File: src/rtl/riscv_pipe_pkg.sv
// Shared pipeline types for the fetch/decode boundary: the bubble encoding and the buffered beat.
package riscv_pipe_pkg;

    localparam int unsigned PIPE_XLEN = 32;
    localparam logic [PIPE_XLEN-1:0] NOP_INST = 32'h0000_0033;

    typedef struct packed {
        logic [PIPE_XLEN-1:0] pc;
        logic [PIPE_XLEN-1:0] inst;
    } fd_entry_t;

endpackage

File: src/rtl/sat_counter.sv
// 32-bit event counter that holds at all-ones instead of wrapping.
module sat_counter (
    input  logic        clk,
    input  logic        reset,
    input  logic        inc_i,
    output logic [31:0] cnt_o
);

    logic [31:0] cnt_q, cnt_d;

    always_comb begin
        cnt_d = cnt_q;
        if (inc_i && (cnt_q != 32'hFFFF_FFFF)) begin
            cnt_d = cnt_q + 32'd1;
        end
    end

    always_ff @(posedge clk or posedge reset) begin
        if (reset) begin
            cnt_q <= '0;
        end else begin
            cnt_q <= cnt_d;
        end
    end

    assign cnt_o = cnt_q;

endmodule

File: src/rtl/fd_pipe_buffer.sv
// Fetch->decode circular beat buffer with flush/interrupt kill and resume-PC capture.
// Define FD_BUF_PERF_EN to add saturating stall_cnt / kill_cnt outputs.
module fd_pipe_buffer
    import riscv_pipe_pkg::*;
#(
    parameter int unsigned          XLEN     = PIPE_XLEN,
    parameter int unsigned          DEPTH    = 2,
    parameter logic [XLEN-1:0]      NOP_INST = riscv_pipe_pkg::NOP_INST
) (
    input  logic            clk,
    input  logic            reset,
    input  logic [XLEN-1:0] pc_in,
    input  logic [XLEN-1:0] inst_in,
    input  logic            in_valid,
    output logic            in_ready,
    output logic [XLEN-1:0] pc_out,
    output logic [XLEN-1:0] inst_out,
    output logic            out_valid,
    input  logic            out_ready,
    input  logic            flush,
    input  logic            intrpt,
    input  logic            timer_intrpt,
    output logic [XLEN-1:0] resume_pc,
    output logic            resume_vld
`ifdef FD_BUF_PERF_EN
    ,
    output logic [31:0]     stall_cnt,
    output logic [31:0]     kill_cnt
`endif
);

    localparam int unsigned PW = (DEPTH > 1) ? $clog2(DEPTH) : 1;
    localparam int unsigned CW = $clog2(DEPTH + 1);

    fd_entry_t       mem_q [DEPTH];
    logic [PW-1:0]   rd_ptr_q, rd_ptr_d, wr_ptr_q, wr_ptr_d;
    logic [CW-1:0]   count_q, count_d;
    logic [XLEN-1:0] resume_pc_q, resume_pc_d, last_pc_q, last_pc_d;
    logic            resume_vld_q;

    logic      kill, irq_kill, push, pop;
    fd_entry_t head, second;

    function automatic logic [PW-1:0] ptr_inc(input logic [PW-1:0] p);
        return (p == PW'(DEPTH - 1)) ? '0 : p + PW'(1);
    endfunction

    assign kill     = flush | intrpt | timer_intrpt;
    assign irq_kill = intrpt | timer_intrpt;
    assign in_ready = (count_q < CW'(DEPTH));
    assign out_valid = (count_q != '0);
    assign push     = in_valid & in_ready & ~kill;
    assign pop      = out_valid & out_ready;
    assign head     = mem_q[rd_ptr_q];
    assign second   = mem_q[ptr_inc(rd_ptr_q)];

    assign pc_out     = out_valid ? head.pc : '0;
    assign inst_out   = out_valid ? head.inst : NOP_INST;
    assign resume_pc  = resume_pc_q;
    assign resume_vld = resume_vld_q;

    always_comb begin
        rd_ptr_d    = rd_ptr_q;
        wr_ptr_d    = wr_ptr_q;
        count_d     = count_q;
        last_pc_d   = last_pc_q;
        resume_pc_d = resume_pc_q;
        if (pop) begin
            last_pc_d = head.pc + XLEN'(4);
        end
        if (kill) begin
            rd_ptr_d = '0;
            wr_ptr_d = '0;
            count_d  = '0;
        end else begin
            if (push) wr_ptr_d = ptr_inc(wr_ptr_q);
            if (pop)  rd_ptr_d = ptr_inc(rd_ptr_q);
            count_d = count_q + CW'(push) - CW'(pop);
        end
        // Oldest beat not yet consumed by decode is where execution resumes.
        if (irq_kill) begin
            if (out_valid && !pop) begin
                resume_pc_d = head.pc;
            end else if (pop && (count_q > CW'(1))) begin
                resume_pc_d = second.pc;
            end else if (in_valid) begin
                resume_pc_d = pc_in;
            end else begin
                resume_pc_d = last_pc_d;
            end
        end
    end

    always_ff @(posedge clk or posedge reset) begin
        if (reset) begin
            for (int i = 0; i < int'(DEPTH); i++) begin
                mem_q[i] <= '0;
            end
            rd_ptr_q     <= '0;
            wr_ptr_q     <= '0;
            count_q      <= '0;
            last_pc_q    <= '0;
            resume_pc_q  <= '0;
            resume_vld_q <= 1'b0;
        end else begin
            if (push) begin
                mem_q[wr_ptr_q] <= '{pc: pc_in, inst: inst_in};
            end
            rd_ptr_q     <= rd_ptr_d;
            wr_ptr_q     <= wr_ptr_d;
            count_q      <= count_d;
            last_pc_q    <= last_pc_d;
            resume_pc_q  <= resume_pc_d;
            resume_vld_q <= irq_kill;
        end
    end

`ifdef FD_BUF_PERF_EN
    sat_counter u_stall_cnt (
        .clk   (clk),
        .reset (reset),
        .inc_i (out_valid & ~out_ready),
        .cnt_o (stall_cnt)
    );

    sat_counter u_kill_cnt (
        .clk   (clk),
        .reset (reset),
        .inc_i (kill),
        .cnt_o (kill_cnt)
    );
`endif

endmodule

File: config.mk
export PLATFORM = sky130hd
export DESIGN_NAME = fd_pipe_buffer
export DESIGN_NICKNAME = d
export VERILOG_FILES = /design/src/rtl/riscv_pipe_pkg.sv /design/src/rtl/sat_counter.sv /design/src/rtl/fd_pipe_buffer.sv
export SDC_FILE = /design/constraint.sdc
export NUM_CORES = 1
export LEC_CHECK = 0
export ABC_AREA = 0
export BUFFER_PORTS_ARGS = -buffer_cell sky130_fd_sc_hd__buf_2
export CORE_ASPECT_RATIO = 0.5
export CORE_MARGIN = 1
export CORE_UTILIZATION = 52
export DETAILED_ROUTE_END_ITERATION = 10
export PLACE_DENSITY = 0.77
export SLEW_MARGIN = 20
export SYNTH_ARGS = -nofsm -noshare
export SYNTH_HDL_FRONTEND = slang
export SYNTH_SLANG_ARGS = --single-unit
File: constraint.sdc
create_clock -name clk -period 5.9 [get_ports clk]
set_clock_uncertainty 0.05 [all_clocks]
set_input_delay 0.885 -clock clk [delete_from_list [all_inputs] [get_ports clk]]
set_output_delay 0.885 -clock clk [all_outputs]
set_load 0.02 [all_outputs]
Word level (Yosys, flattened, before mapping)
Index checks and enable logic that the tools add are counted.
{ "word_totals": {"reg_bits": 197, "word_cells": 60, "input_bits": 71, "output_inout_bits": 99} }
{ "op_classes": {"n_bitwise": 10, "add_sub_neg": 5, "n_reduce_logical": 7, "n_mux": 22, "magnitude_cmp": 6} }
{ "op_table": {"columns": ["operator", "count"], "rows": [
  ["$mux 64", 7],
  ["$mux 32", 6],
  ["$bwmux 128", 1],
  ["$demux 64 s1", 1],
  ["$add 32x3->32 const B", 1],
  ["$ge 2x2->1 const B", 3],
  ["$mux 1", 6],
  ["$not 1->2", 3],
  ["$reduce_bool 2->1", 3],
  ["$and 1x1->1", 3],
  ["$logic_and 1x1->1", 3],
  ["$or 1x1->1", 3],
  ["$add 1x1->1 const B", 2],
  ["$add 2x1->2", 1],
  ["$gt 2x1->1 const B", 1],
  ["$lt 2x1->1 const B", 1],
  ["$lt 2x2->1 const B", 1],
  ["$mux 2", 1],
  ["$sub 2x1->2", 1],
  ["$logic_not 1->1", 1],
  ["$not 1->1", 1]
]} }

Logic depth before layout (Yosys ltp)
Gate-level depths: netlist (run 1).
{ "logic_depth": {"word_depth": 9, "ltp_mapped": 13, "ltp_nobuf": 10} }

Least setup slack after synthesis (run 1)
OpenSTA, ideal clock, no wires.
{ "synth_path": {"path_type": "flip-flop to flip-flop", "start": "reg rd_ptr_q", "end": "reg resume_pc_q[30] (netlist: resume_pc[30])", "synth_period_minus_slack_ns": 3.158, "stages_incl_launch_ff": 14, "setup_ns": 0.124, "t_arrival_ns": 2.984, "t_required_ns": 5.726, "path_slack_ns": 2.742, "n_path_buf": 5, "path_cell_list": "dfrtp_1 -> buf_6 -> buf_4 -> buf_4 -> buf_2 -> buf_2 -> mux2_2 -> ha_1 -> nand2_1 -> o22ai_4 -> nand4_2 -> or4_1 -> a31oi_1 -> o21ai_1"} }
{ "synth_between": {"elab_chain_cells": 9, "word_cells_on_any_way": 15, "cone_classes": "add/sub: 2; mux: 11; bitwise: 2"} }
{ "synth_rtl": {"columns": ["element", "line", "source"], "rows": [
  ["start, declared", "fd_pipe_buffer.sv:36", "logic [PW-1:0] rd_ptr_q, rd_ptr_d, wr_ptr_q, wr_ptr_d;"],
  ["start signal, assigned", "fd_pipe_buffer.sv:109", "rd_ptr_q <= rd_ptr_d;"],
  ["$not 1->2 (not written as such)", "fd_pipe_buffer.sv:54", "assign head = mem_q[rd_ptr_q];"],
  ["$mux 64 (not written as such) (3 in a row)", "fd_pipe_buffer.sv:54", null],
  ["$add 32x3->32", "fd_pipe_buffer.sv:69", "last_pc_d = head.pc + XLEN'(4);"],
  ["$mux 32", "fd_pipe_buffer.sv:68", "if (pop) begin"],
  ["$mux 32", "fd_pipe_buffer.sv:86", "end else if (in_valid) begin"],
  ["$mux 32", "fd_pipe_buffer.sv:84", "end else if (pop && (count_q > CW'(1))) begin"],
  ["$mux 32 *", "fd_pipe_buffer.sv:82", "if (out_valid && !pop) begin"],
  ["end signal, assigned", "fd_pipe_buffer.sv:113", "resume_pc_q <= resume_pc_d;"],
  ["end, declared", "fd_pipe_buffer.sv:38", "logic [XLEN-1:0] resume_pc_q, resume_pc_d, last_pc_q, last_pc_d;"]
]} }
Mark *: on every way between the ends. The rest lies on a longest branch, timed or not. The select of a mux whose other input is x is not followed.
A chain may end at the register's enable or synchronous reset.

Worst setup path after layout (run 1)
{ "layout_path": {"start": "reg count_q[1]", "end": "out pc_out[2]"} }
{ "layout_between": {"elab_chain_cells": 2} }
{ "layout_rtl": {"columns": ["element", "line", "source"], "rows": [
  ["start, declared", "fd_pipe_buffer.sv:37", "logic [CW-1:0] count_q, count_d;"],
  ["start signal, assigned", "fd_pipe_buffer.sv:111", "count_q <= count_d;"],
  ["$reduce_bool 2->1", "fd_pipe_buffer.sv:51", "assign out_valid = (count_q != '0);"],
  ["$mux 32", "fd_pipe_buffer.sv:57", "assign pc_out = out_valid ? head.pc : '0;"],
  ["end, declared", "fd_pipe_buffer.sv:16", "output logic [XLEN-1:0] pc_out,"]
]} }
No other way between the ends.

==> results of run 1 <==
## Yosys cell counts (all sizes together) (7+ instances only)
cell type / count
dfrtp: 197
mux2: 139
nor2: 90
nand2: 78
mux2i: 73
o21ai: 61
a21oi: 35
buf: 32
clkbuf: 29
nand3: 27
a221oi: 18
nand3b: 15
xnor2: 14
a22oi: 13
inv: 13
o211ai: 12
nand4: 11
and2: 10
nor3: 9
xor2: 9
o31ai: 7
## report_power, final
part | internal (mW) | leakage (nW) | total [mW] | switching (mW)
clock | 0.669 | 0.294 | 1.18 | 0.508
sequential | 1.54 | 2.54 | 1.69 | 0.147
combinational | 0.281 | 2.62 | 0.623 | 0.341
total | 2.49 | 5.45 | 3.49 | 0.997
## area by class of cell
type,count,share of cell area
multi-input cells,697,0.4281
repair buffers,184,0.08298
inverters,14,0.004656
flip-flops and latches,197,0.4080
clock inverters,8,0.008070
clock buffers,24,0.04066
well taps,266,0.02752
## worst max path at each step
stage | startpoint | to | slack [ps]
after floorplan | reset | count_q[0]$_DFF_PP0_ | 2420
after global placement | intrpt | mem_q[87]$_DFFE_PP0P_ | 2300
after detailed placement | intrpt | mem_q[91]$_DFFE_PP0P_ | 2210
after CTS | count_q[1]$_DFF_PP0_ | pc_out[2] | 1920
after global routing | count_q[1]$_DFF_PP0_ | pc_out[3] | 1770
final | count_q[1]$_DFF_PP0_ | pc_out[2] | 1880
## cells in the final DEF, fill, tap and decap left out, types with 4 or more instances in the layout
cell type	Yosys	routed
dfrtp_1	197	196
inv_1	13	12
a21oi_1	35	35
a221oi_1	17	17
o31ai_1	7	7
nor2_4	0	4
clkbuf_8	0	4
nand3b_1	15	15
buf_4	3	12
xnor2_1	14	14
and2_1	10	10
a31oi_1	4	4
xor2_1	9	9
buf_2	16	169
o21ai_0	52	52
nand3_1	26	25
a211oi_1	6	6
mux2_1	8	8
nand4_1	9	9
o211ai_1	11	11
nand2_1	78	78
a221o_1	5	5
clkinv_2	0	4
a22oi_1	11	11
nor3_1	9	9
mux2_2	131	131
a222oi_1	4	4
a22o_1	5	5
mux2i_1	73	72
nor2_1	90	86
o21ai_1	9	8
clkbuf_16	0	17
## logic make-up (layout without fill, tap and decap cells)
group                    after synthesis  in the layout  synth area share
AND/OR/NAND/NOR                      260            260            0.1185
multiplexers                         212            212            0.2212
AO/OA/AOI/OAI                        199            199            0.1306
flip-flops                           197            197            0.4750
buffers and inverters                 75            230           0.03159
XOR/XNOR                              23             23           0.01941
adder cells (fa/ha/maj)                3              3          0.003617
## critical path: cells and delay by family (launching register included)
family	cells	cell delay [ps]
simple gates	2	590
flops	1	620
buf+inv	3	1410
## per-layer routing
metal  global-route usage  routed length (um)  vias up
met5                    0                  11        -
met1               0.3892               12510     4307
met2               0.4407               12860      392
met4               0.1061                 638        2
met3              0.06505                2407       61
li1                     -                   -     3827
## registers in the layout (all words and copies together), names as in the netlist
| signal | count |
|---|---|
| mem_q | 128 |
| last_pc_q | 32 |
| resume_pc | 32 |
| count_q | 2 |
| rd_ptr_q | 1 |
| resume_vld | 1 |
| wr_ptr_q | 1 |
==> results.sh, run 1 <==
export IMPL_synth_top_area_share=0.4750
export IMPL_cp_cell_sequence="nor2_4 -> buf_4 -> clkinv_1 -> and2_1 -> buf_2"
export IMPL_setup_ws_ps=1880
export IMPL_p_per_area_mw_per_mm2=288.6
export IMPL_postCtsSetupRepairBufs=0
export IMPL_max_freq_mhz=248.8
export IMPL_async_flop_share=1.000
export IMPL_hold_path_class="flop to flop"
export IMPL_ctsHoldBuffers=0
export IMPL_hold_worst_slack_ps=409.8
export IMPL_setup_violations=0
export IMPL_drt_iter0_drc=880
export IMPL_status="complete, no violations"
export IMPL_power_mw=3.490
export IMPL_cts_resized=0
export IMPL_period_minus_slack_ps=4020
export IMPL_via_count=8589
export IMPL_setup_worst_path_class="flop to primary output"
export IMPL_synth_area_leader_cell="dfrtp_1"
export IMPL_ys_warn_count=0
export IMPL_die_w_um=201.8
export IMPL_initial_utilization=0.5321
export IMPL_relSlewSlack=0.2320
export IMPL_drc_errors=0
export IMPL_tightest_slew_ps=1130
export IMPL_h_tree_depth=4
export IMPL_drtPass1Iterations=5
export IMPL_whs_endpoint="last_pc_q[28]$_DFF_PP0_"
export IMPL_grt_max_degree=198
export IMPL_critPathMaxFanout=57
export IMPL_fin_area_mm2=0.01209
export IMPL_min_path_cells=2
export IMPL_wl_um=28430
export IMPL_first_global_vias=8256
export IMPL_dieHeight_um=101.9
export IMPL_ir_drop_v=0.0001902
export IMPL_synth_area_leaders="dfrtp_1 (48%), mux2_2 (14%), mux2i_1 (7.0%)"
export IMPL_portBuffers=169
export IMPL_r2r_end="resume_pc[31]$_DFFE_PP0P_"
export IMPL_hold_violations=0
export IMPL_fin_crit_sh=0.6814
export IMPL_worstSetupEndpointType="primary output"
export IMPL_max_stage_delay_ps=630
export IMPL_stdcell_count=1390
export IMPL_slowest_stage="clkinv_1"
export IMPL_r2r_slack_ps=2340
export IMPL_clock_latency_ps=440
export IMPL_drv_cap=0
export IMPL_synth_edf_count=0
export IMPL_rr_startpoint="rd_ptr_q$_DFFE_PP0P_"
export IMPL_synthesis_nets=1043
export IMPL_grt_use_total=0.2825
export IMPL_antenna_found_initial=1
export IMPL_gp_congestion=0.8908
export IMPL_required_ps=4970
export IMPL_overflow=0
export IMPL_cts_buffers_inserted=17
export IMPL_viasPerCell=6.179
export IMPL_ff2ff_path_depth=7
export IMPL_core_area_mm2=0.01950
export IMPL_register_area_mm2=0.004933
export IMPL_avgSynthCellArea_um2=10.71
export IMPL_cp_start_kind="flop"
export IMPL_netlist_area_mm2=0.01038
export IMPL_clockBufferDepth=2
export IMPL_netlist_instances=969
export IMPL_io_pin_count=170
export IMPL_place_inst=1357
export IMPL_fillers=1572
export IMPL_ys_ff_latch=197
export IMPL_cts_num_sinks=197
export IMPL_final_nets=1185
export IMPL_place_ws_ps=2207
export IMPL_arrival_ps=3080
export IMPL_wl_per_cell_um=20.45
export IMPL_final_core_util=0.6200
export IMPL_cts_root_buffer_cell="clkbuf_16"
export IMPL_layout_drive_gt1_share=0.3256
export IMPL_fp_row_count=36
export IMPL_yosysSeqAreaShare=0.4750
export IMPL_diodes=0
export IMPL_grt_pass1_wl_um=44910
export IMPL_rsz0062_at_grt="no"
export IMPL_dominantRegCellSynth="dfrtp_1"
export IMPL_yosysUniqueCellTypes=66
export IMPL_die_area_mm2=0.02056
export IMPL_multi_input_area_mm2=0.005177
export IMPL_fin_tns_setup_ps=0
export IMPL_drv_slew=0
export IMPL_ant_nets=0
export IMPL_placed_cell_area_mm2=0.01148
export IMPL_area_growth_syn_to_layout_pct=16.53
export IMPL_dp_hpwl_um=18410
export IMPL_leakagePower_nw=5.453
export IMPL_clk_pin_slew_ps=70
export IMPL_min_from="last_pc_q[28]$_DFF_PP0_"
export IMPL_tritoncts="built"
No activity file was read; power rests on OpenSTA's default activity.
==> inputs of run 2 (changes only) <==
==> constraint.sdc (replaced) <==
create_clock -name clk -period 3.34 [get_ports clk]
set_clock_uncertainty 0.05 [all_clocks]
set_input_delay 0.501 -clock clk [delete_from_list [all_inputs] [get_ports clk]]
set_output_delay 0.501 -clock clk [all_outputs]
set_load 0.02 [all_outputs]
==> run 2 against run 1 <==
  * Sequential cell count stayed put
  * Setup slack worse by 1700 ps
  * Sequential power is 78% higher
  * Sequential share of layout area fell by 0.36 points
  * Cell count increased by 0.79%
==> results.sh, run 2 (synthesis gave the netlist of run 1 again) <==
export IMPL_status="complete, no violations"
export IMPL_p_per_area_mw_per_mm2=514.2
export IMPL_tightest_slew_ps=998.5
export IMPL_worstSetupEndpointType="primary output"
export IMPL_relSlewSlack=0.3344
export IMPL_regMostFlops="mem_q"
export IMPL_io_pin_count=170
export IMPL_drv_cap=0
export IMPL_clock_latency_ps=440
export IMPL_fin_area_mm2=0.01220
export IMPL_first_global_vias=8543
export IMPL_crit_end="pc_out[31]"
export IMPL_largest_register_ff_count=128
export IMPL_wl_per_cell_um=20.81
export IMPL_diodes=0
export IMPL_placed_cell_area_mm2=0.01157
export IMPL_dp_hpwl_um=19200
export IMPL_portBuffers=169
export IMPL_drtPass1Iterations=8
export IMPL_drc_errors=0
export IMPL_gp_congestion=0.8869
export IMPL_cts_num_sinks=197
export IMPL_setup_worst_path_class="flop to primary output"
export IMPL_ant_nets=0
export IMPL_die_w_um=201.8
export IMPL_hold_path_class="primary input to flop"
export IMPL_critPathLaunch="rd_ptr_q$_DFFE_PP0P_"
export IMPL_dieHeight_um=101.9
export IMPL_clockBufferDepth=2
export IMPL_viasPerCell=6.179
export IMPL_arrival_ps=2630
export IMPL_tritoncts="built"
export IMPL_r2r_end="resume_pc[30]$_DFFE_PP0P_"
export IMPL_via_count=8657
export IMPL_critPathMaxFanout=47
export IMPL_drv_slew=0
export IMPL_grt_use_total=0.2899
export IMPL_r2r_slack_ps=340
export IMPL_leakagePower_nw=5.506
export IMPL_ir_drop_v=0.0004459
export IMPL_cp_start_kind="flop"
export IMPL_hold_violations=0
export IMPL_max_freq_mhz=314.7
export IMPL_clk_pin_slew_ps=70
export IMPL_core_area_mm2=0.01950
export IMPL_rsz0062_at_grt="no"
export IMPL_setup_violations=0
export IMPL_ff2ff_path_depth=8
export IMPL_fp_row_count=36
export IMPL_fin_crit_sh=0.9513
export IMPL_layout_commonest_cell="dfrtp_1"
export IMPL_cts_buffers_inserted=17
export IMPL_cts_root_buffer_cell="clkbuf_16"
export IMPL_wl_um=29150
export IMPL_layout_common_cells="dfrtp_1 (196), buf_2 (169), mux2_2 (131)"
export IMPL_final_nets=1196
export IMPL_drt_iter0_drc=752
export IMPL_antenna_found_initial=1
export IMPL_required_ps=2790
export IMPL_h_tree_depth=4
export IMPL_initial_utilization=0.5321
export IMPL_fin_tns_setup_ps=0
export IMPL_layout_drive_gt1_share=0.3330
export IMPL_area_growth_syn_to_layout_pct=17.55
export IMPL_die_area_mm2=0.02056
export IMPL_rr_startpoint="rd_ptr_q$_DFFE_PP0P_"
export IMPL_grt_max_degree=71
export IMPL_period_minus_slack_ps=3177
export IMPL_overflow=0
export IMPL_grt_pass1_wl_um=45950
## run 2: metrics by stage
stage	util	setup WS [ps]	std cells	total power [mW]	hold slack, ps
5_1_grt	0.6255	13.11	1401	6.547	243.7
3_3_place_gp	0.5931	291.6	1367	4.068	387.0
3_5_place_dp	0.5931	274.7	1367	4.130	397.2
4_1_cts	0.6251	187.5	1400	6.292	224.4
2_1_floorplan	-	181.9	969	3.747	375.6
6_report	0.6255	162.6	1401	6.273	236.0
## run 2: timing repair
item,in CTS,in global routing
endpoints found under the setup margin,0,1
setup buffers,0,1
resized for setup,0,0
hold endpoints to repair,5,0
hold buffers,1,0
## run 2: layout make-up
type | count | area [um2]
Multi-Input combinational cell | 697 | 5169
Clock buffer | 18 | 439.2
Clock inverter | 14 | 175.2
Sequential cell | 197 | 4933
Tap cell | 266 | 332.8
Inverter | 14 | 56.30
Timing Repair Buffer | 195 | 1094
Fill cell | 1599 | 7305
## run 2: worst max-delay path: stages (launching register included)
cell	delay [ps]
dfrtp_4	650
buf_12	300
buf_4	510
mux2i_1	390
nor2_1	110
buf_2	180
## run 2: metal layers
metal | track usage | vias up | wire length [um]
li1 | - | 3846 | -
met1 | 0.3905 | 4305 | 12310
met2 | 0.4565 | 444 | 13390
met3 | 0.07494 | 60 | 2812
met4 | 0.1084 | 2 | 631
met5 | 0 | - | 13
## run 2: how the worst min path moves through the flow
stage                                       start                        to  slack, ps  depth (start not counted)
final                                       flush      wr_ptr_q$_DFFE_PP0P_        240                          2
after global routing                   inst_in[2]     mem_q[66]$_DFFE_PP0P_        240                          2
after CTS                                   flush      count_q[1]$_DFF_PP0_        220                          2
after detailed placement                    reset  resume_pc[3]$_DFFE_PP0P_        400                          2
after global placement                      reset  resume_pc[1]$_DFFE_PP0P_        390                          2
after floorplan           last_pc_q[28]$_DFF_PP0_   last_pc_q[28]$_DFF_PP0_        380                          2
## run 2: where the power goes
part	switching (mW)	internal [mW]
logic	0.615	0.498
registers	0.271	2.72
clock network	0.959	1.21
total	1.84	4.43
